$ cat config.mk
export PLATFORM = sky130hd
export DESIGN_NAME = stage1p5_iq
export DESIGN_NICKNAME = d
export VERILOG_FILES = /design/src/rtl/stage1p5_iq_pkg.sv /design/src/rtl/stage1p5_iq.sv
export SDC_FILE = /design/constraint.sdc
export NUM_CORES = 1
export LEC_CHECK = 0
export BUFFER_PORTS_ARGS = -buffer_cell sky130_fd_sc_hd__buf_2
export CAP_MARGIN = 10
export CORE_MARGIN = 4
export CORE_UTILIZATION = 30
export CTS_BUF_LIST = sky130_fd_sc_hd__clkbuf_4
export CTS_CLUSTER_DIAMETER = 40
export DETAILED_ROUTE_END_ITERATION = 8
export GPL_TIMING_DRIVEN = 1
export PLACE_DENSITY = 0.51
export SETUP_SLACK_MARGIN = 0.5
export SLEW_MARGIN = 20
export SYNTH_ARGS = -nofsm -noshare
export SYNTH_HDL_FRONTEND = slang
export SYNTH_SLANG_ARGS = --single-unit
export TNS_END_PERCENT = 100
$ cat constraint.sdc
create_clock -name clk -period 7 [get_ports clk]
set_input_delay 1.4 -clock clk [delete_from_list [all_inputs] [get_ports clk]]
set_output_delay 1.4 -clock clk [all_outputs]
set_load 0.02 [all_outputs]
$ cat src/rtl/stage1p5_iq_pkg.sv
// Shared constants for the IF->ID instruction queue.
// The bus width is common to IF, the queue and ID.
package stage1p5_iq_pkg;
  localparam int WIDTH_FS_TO_DS_BUS = 64;  // {inst[31:0], pc[31:0]}
endpackage

$ cat src/rtl/stage1p5_iq.sv
// Instruction queue between IF and ID: a circular buffer of {inst, pc} pairs.
// iq_allow_in depends only on registered state, so ds_allow_in has no path back into IF.
module stage1p5_iq
  import stage1p5_iq_pkg::*;
#(
  parameter int DEPTH = 4,
  parameter int AW    = $clog2(DEPTH)
) (
  input  logic                          clk,
  input  logic                          resetn,
  input  logic                          fs_to_iq_valid,
  input  logic [WIDTH_FS_TO_DS_BUS-1:0] fs_to_iq_bus,
  output logic                          iq_allow_in,
  output logic                          iq_to_ds_valid,
  output logic [WIDTH_FS_TO_DS_BUS-1:0] iq_to_ds_bus,
  input  logic                          ds_allow_in,
  input  logic                          iq_flush,
  output logic [AW:0]                   iq_count
);

  localparam logic [AW:0]   CNT_FULL = DEPTH;
  localparam logic [AW:0]   CNT_ONE  = 1;
  localparam logic [AW-1:0] PTR_ONE  = 1;

  logic [WIDTH_FS_TO_DS_BUS-1:0] mem_q [DEPTH];
  logic [AW-1:0] wr_ptr_q, wr_ptr_d;
  logic [AW-1:0] rd_ptr_q, rd_ptr_d;
  logic [AW:0]   count_q, count_d;
  logic          push, pop;

  assign iq_allow_in    = (count_q != CNT_FULL);
  assign iq_to_ds_valid = (count_q != '0);
  assign iq_to_ds_bus   = mem_q[rd_ptr_q];
  assign iq_count       = count_q;

  assign push = fs_to_iq_valid && iq_allow_in && !iq_flush;
  assign pop  = iq_to_ds_valid && ds_allow_in && !iq_flush;

  always_comb begin
    wr_ptr_d = wr_ptr_q;
    rd_ptr_d = rd_ptr_q;
    count_d  = count_q;
    if (iq_flush) begin
      wr_ptr_d = '0;
      rd_ptr_d = '0;
      count_d  = '0;
    end else begin
      if (push) wr_ptr_d = wr_ptr_q + PTR_ONE;
      if (pop)  rd_ptr_d = rd_ptr_q + PTR_ONE;
      case ({push, pop})
        2'b10:   count_d = count_q + CNT_ONE;
        2'b01:   count_d = count_q - CNT_ONE;
        default: count_d = count_q;
      endcase
    end
  end

  always_ff @(posedge clk or negedge resetn) begin
    if (!resetn) begin
      wr_ptr_q <= '0;
      rd_ptr_q <= '0;
      count_q  <= '0;
    end else begin
      wr_ptr_q <= wr_ptr_d;
      rd_ptr_q <= rd_ptr_d;
      count_q  <= count_d;
    end
  end

  // Storage is cleared on reset so the head bus reads 0; a flush leaves it untouched.
  always_ff @(posedge clk or negedge resetn) begin
    if (!resetn) begin
      for (int i = 0; i < DEPTH; i++) mem_q[i] <= '0;
    end else if (push) begin
      mem_q[wr_ptr_q] <= fs_to_iq_bus;
    end
  end

endmodule
-- After elaboration in Yosys (flattened, before gate mapping)
Index checks and enable logic that the tools add are counted.
- add/subtract/negate cells: 4
- multipliers: 0
- div/mod/pow operators: 0
- order comparisons: 3
- eq/ne operators: 3
- shift operators: 0
- mux-type cells: 12
- bitwise operators: 2
- reductions and logical operators: 10
- operators by type and width (operator ; number):
    $bwmux 256 ; 1
    $mux 64 ; 3
    $bmux 64 s2 ; 1
    $demux 64 s2 ; 1
    $mux 2 ; 4
    $ge 3x3->1 const B ; 2
    $not 2->3 ; 2
    $pmux 3 s2 ; 1
    $reduce_bool 3->1 ; 2
    $logic_and 1x1->1 ; 5
    $add 2x1->2 const B ; 2
    $reduce_bool 2->1 ; 2
    $add 3x1->3 const B ; 1
    $lt 3x1->1 const B ; 1
    $mux 3 ; 1
    $ne 3x3->1 const B ; 1
    $sub 3x1->3 const B ; 1
    $eq 2x1->1 const B ; 1
    $eq 2x2->1 const B ; 1
    $logic_not 1->1 ; 1
- flip-flop bits (word level): 263
- latch bits: 0
- bits in writable memories: 0
- ROM bits: 0
- bits of input ports: 69
- output and inout port bits: 69
- logic and storage cells: 41
- memories: 0

-- Logic depth before layout (Yosys ltp)
- depth after elaboration: 6
- mapped depth: 7
- depth with buffers taken out: 7

-- Worst setup path before layout
No wires, ideal clock.
- path kind: input -> register
- start: in fs_to_iq_valid
- end: reg count_q[2], in the netlist iq_count[2]
- arrival: 3107 ps
- data required time: 6918 ps
- setup slack: 3811 ps
- stages on the path: 7
- path buffers: 1
- path through: clkbuf_1 > nor2b_1 > nor3_1 > fa_1 > nand2b_1 > or4_2 > a31oi_1
- cells in the longest elaborated chain, start to end: 5
- ends and longest elaborated chain (what ; line ; RTL):
    start, declared ; stage1p5_iq.sv:11 ; input logic fs_to_iq_valid,
    $logic_and 1x1->1 * (2 in a row) ; stage1p5_iq.sv:36 ; assign push = fs_to_iq_valid && iq_allow_in && !iq_flush;
    $eq 2x1->1 / $eq 2x2->1 (equally long branches) ; stage1p5_iq.sv:50 ; case ({push, pop})
    $pmux 3 s2 ; stage1p5_iq.sv:50 ;
    $mux 3 ; stage1p5_iq.sv:43 ; if (iq_flush) begin
    end signal, assigned ; stage1p5_iq.sv:66 ; count_q <= count_d;
    end, declared ; stage1p5_iq.sv:28 ; logic [AW:0] count_q, count_d;
Every way passes the cells marked *; elsewhere a longest branch is shown, timed or not.
A chain may end at the register's enable or synchronous reset.

-- Worst setup path in the final report
- start: reg rd_ptr_q[0]
- end: out iq_to_ds_bus[5]
- cells in the longest elaborated chain, start to end: 4
- ends and longest elaborated chain (what ; line ; RTL):
    start, declared ; stage1p5_iq.sv:27 ; logic [AW-1:0] rd_ptr_q, rd_ptr_d;
    start signal, assigned ; stage1p5_iq.sv:65 ; rd_ptr_q <= rd_ptr_d;
    $not 2->3 (not written as such) ; stage1p5_iq.sv:33 ; assign iq_to_ds_bus = mem_q[rd_ptr_q];
    $bmux 64 s2 ; stage1p5_iq.sv:33 ;
    $mux 64 (not written as such) (2 in a row) ; stage1p5_iq.sv:33 ;
    end, declared ; stage1p5_iq.sv:15 ; output logic [WIDTH_FS_TO_DS_BUS-1:0] iq_to_ds_bus,
No other way between the ends. The select of a mux whose other input is x is not followed.

==> flow_metrics.py <==
metrics = {
    "outcome": {
        "outcome": "finished clean",
    },
    "yosys": {
        "synth_top_family_by_area": "multiplexers",
        "syn_avg_cell_area_um2": 17.7,
        "yosysMostFrequentCell": "dfrtp_1",
        "synth_common_cells": "dfrtp_1, mux2_2, mux4_2",
        "synth-compound-area-share": 0.00493,
        "syn_inst": 676,
        "synth_area_leaders": "dfrtp_1, mux2_2, mux4_2, mux2_4, buf_6",
        "synthMuxAreaShare": 0.381,
        "netlist.area_leader.share": 0.551,
        "synthesis.nets": 750,
        "synth_top_area_cell": "dfrtp_1",
        "ys_ff_latch": 263,
        "synth_ff_type": "dfrtp_1",
        "async_reset_ff_frac": 1.00,
        "syn-cell-area_um2": 11900,
        "yosysWarnings": 0,
        "synthXorXnorAreaFrac": 0.00294,
        "ys_seq_area_frac": 0.551,
        "synth_edf_count": 0,
        "synthAdderAreaFrac": 0.00587,
        "synthSimpleGateAreaFrac": 0.0193,
        "ys_types": 35,
    },
    "global_routing": {
        "grt_pass1_wl_um": 42300,
        "met1_usage": 0.163,
        "antenna_found_initial": 3,
        "grt_util_all_layers": 0.122,
        "grt_pass1_vias": 7426,
        "grt.overflow.total": 0,
        "grt_max_degree": 155,
        "use_met2": 0.185,
        "grt_util_met3": 0.0375,
        "grt_busiest_layer": "met2",
    },
    "place": {
        "place_inst": 1291,
        "port_buffers": 137,
        "place_congestion": 0.699,
        "place_ws_ns": 3.06,
        "hpwlAfterDp_um": 14500,
    },
    "clock_network": {
        "clk-insertion-delay-late_ns": 0.71,
        "postCtsHoldBufs": 0,
        "clockRootBuffer": "clkbuf_4",
        "cts_tree": "yes",
        "cts_resized": 0,
        "h-tree-depth": 3,
        "clkSinkCount": 263,
        "clk_path_buf_depth": 3,
        "cts.clk_slew.worst_paths_ns": 0.06,
        "post_cts_buffers": 0,
        "cts_made_buffers": 81,
    },
    "route": {
        "ant_nets": 0,
        "drt_wl_total_um": 26100,
        "drt_iter0_markers": 219,
        "drcViolationCount": 0,
        "via_per_inst": 4.65,
        "vias": 6665,
        "drt-pass1-iter-count": 4,
        "routedWlPerCell_um": 18.3,
    },
    "sta": {
        "hold_viol_final": 0,
        "tightest_slew_ns": 0.994,
        "fin_ws_ns": 2.46,
        "rsz0062_at_grt": "no",
        "setup_violations": 0,
        "relSlewSlack": 0.337,
        "slew_viol_final": 0,
        "fin_skew_ns": 0.0355,
        "max_freq_mhz": 220,
        "fin_crit_sh": 0.649,
        "fin_setup_tns_ns": 0,
        "period_needed_ns": 4.54,
    },
    "worst_setup_path": {
        "cp_max_fo": 44,
        "arrival_ns": 3.14,
        "path_class": "reg2out",
        "cp-start-kind": "register",
        "cp.required_ns": 5.60,
        "worstSetupEndpointType": "output port",
    },
    "floorplanning": {
        "core_um2": 39000,
        "ios": 138,
        "rows": 72,
        "die-height_um": 207,
        "dieArea_um2": 43000,
        "start_util": 0.306,
        "die_w_um": 207,
    },
    "cells_and_area": {
        "syn2layout_area_growth_pct": 16.3,
        "fin_nets": 931,
        "multi_input_area_um2": 4940,
        "seqCellArea_um2": 6590,
        "layoutNonFillerInstCount": 1432,
        "drive_above_1_share": 0.648,
        "n_fill_cell": 3775,
        "fin_util": 0.356,
    },
    "job": {
        "maxCapViolCount": 0,
    },
    "power": {
        "leakagePower_nw": 6.45,
        "ir_drop_v": 0.000160,
        "p_per_area_nw_per_um2": 365,
    },
    "hold_path": {
        "hp-class": "reg2reg",
    },
}
critical path, cell delays in order, from the launching register on:
cell	delay, ns
dfrtp_4	1.08
buf_4	0.56
mux4_2	0.59
buf_2	0.18
path summary, 6_finish.rpt:
path / start / to / slack [ns] / cells after the start
setup / recovery: rd_ptr_q[0]$_DFFE_PN0P_ / iq_to_ds_bus[5] / 2.46 / 3
hold / removal: mem_q[116]$_DFFE_PN0P_ / mem_q[116]$_DFFE_PN0P_ / 0.50 / 1
setup reg to reg: iq_count[2]$_DFFE_PN0P_ / mem_q[200]$_DFFE_PN0P_ / 4.28 / 4
hold reg to reg: mem_q[116]$_DFFE_PN0P_ / mem_q[116]$_DFFE_PN0P_ / 0.50 / 1
max in group asynchronous: resetn / mem_q[111]$_DFFE_PN0P_ / 4.87 / 2
min in group asynchronous: resetn / mem_q[149]$_DFFE_PN0P_ / 0.73 / 1
metrics by stage:
step	cell area [um2]	hold slack, ns	power (mW)
after floorplan	11900	0.474	3.31
after global placement	12900	0.482	3.68
after detailed placement	12900	0.488	3.71
after CTS	13900	0.501	5.18
after global routing	13900	0.506	5.39
final	13900	0.498	5.06
power breakdown:
group | switching [mW] | internal [mW] | total [mW]
clock | 0.669 | 0.741 | 1.41
combinational | 0.547 | 0.799 | 1.35
sequential | 0.280 | 2.03 | 2.31
area by class of cell:
cell class | count | area share
flip-flops and latches | 263 | 0.475
multi-input cells | 369 | 0.356
clock buffers | 113 | 0.0611
repair buffers | 140 | 0.0535
well taps | 518 | 0.0467
clock inverters | 25 | 0.00712
inverters | 2 | 0.000541
diodes | 2 | 0.000360
kinds of logic after synthesis:
logic type / count (synthesis)
multiplexers: 320
flip-flops: 263
buffers and inverters: 44
AND/OR/NAND/NOR: 31
AO/OA/AOI/OAI: 9
adder cells (fa/ha/maj): 5
XOR/XNOR: 4
placed cells by master (no fill, tap or decap), types with 3 or more instances in the layout:
| cell | n |
|---|---|
| buf_2 | 136 |
| clkbuf_4 | 113 |
| clkinv_1 | 18 |
| clkinv_2 | 4 |
| dfrtp_1 | 261 |
| ha_1 | 4 |
| inv_2 | 3 |
| mux2_2 | 196 |
| mux2_4 | 60 |
| mux4_2 | 64 |
| nand2_1 | 5 |
| nand2_8 | 4 |
| nand3_1 | 4 |
| nor2_1 | 6 |
metal layers:
layer | part of all wire | vias to the layer above
li1 | - | 2965
met3 | 0.049 | 57
met1 | 0.46 | 3494
met4 | 0.025 | 4
met2 | 0.46 | 145
met5 | 0.0013 | -
sequential cells by signal, summed over array words and instances, names as in the netlist:
signal and flops:
iq_count 3, rd_ptr_q 2, mem_q 256, wr_ptr_q 2
Note: power is estimated with default switching activity, not from simulation.
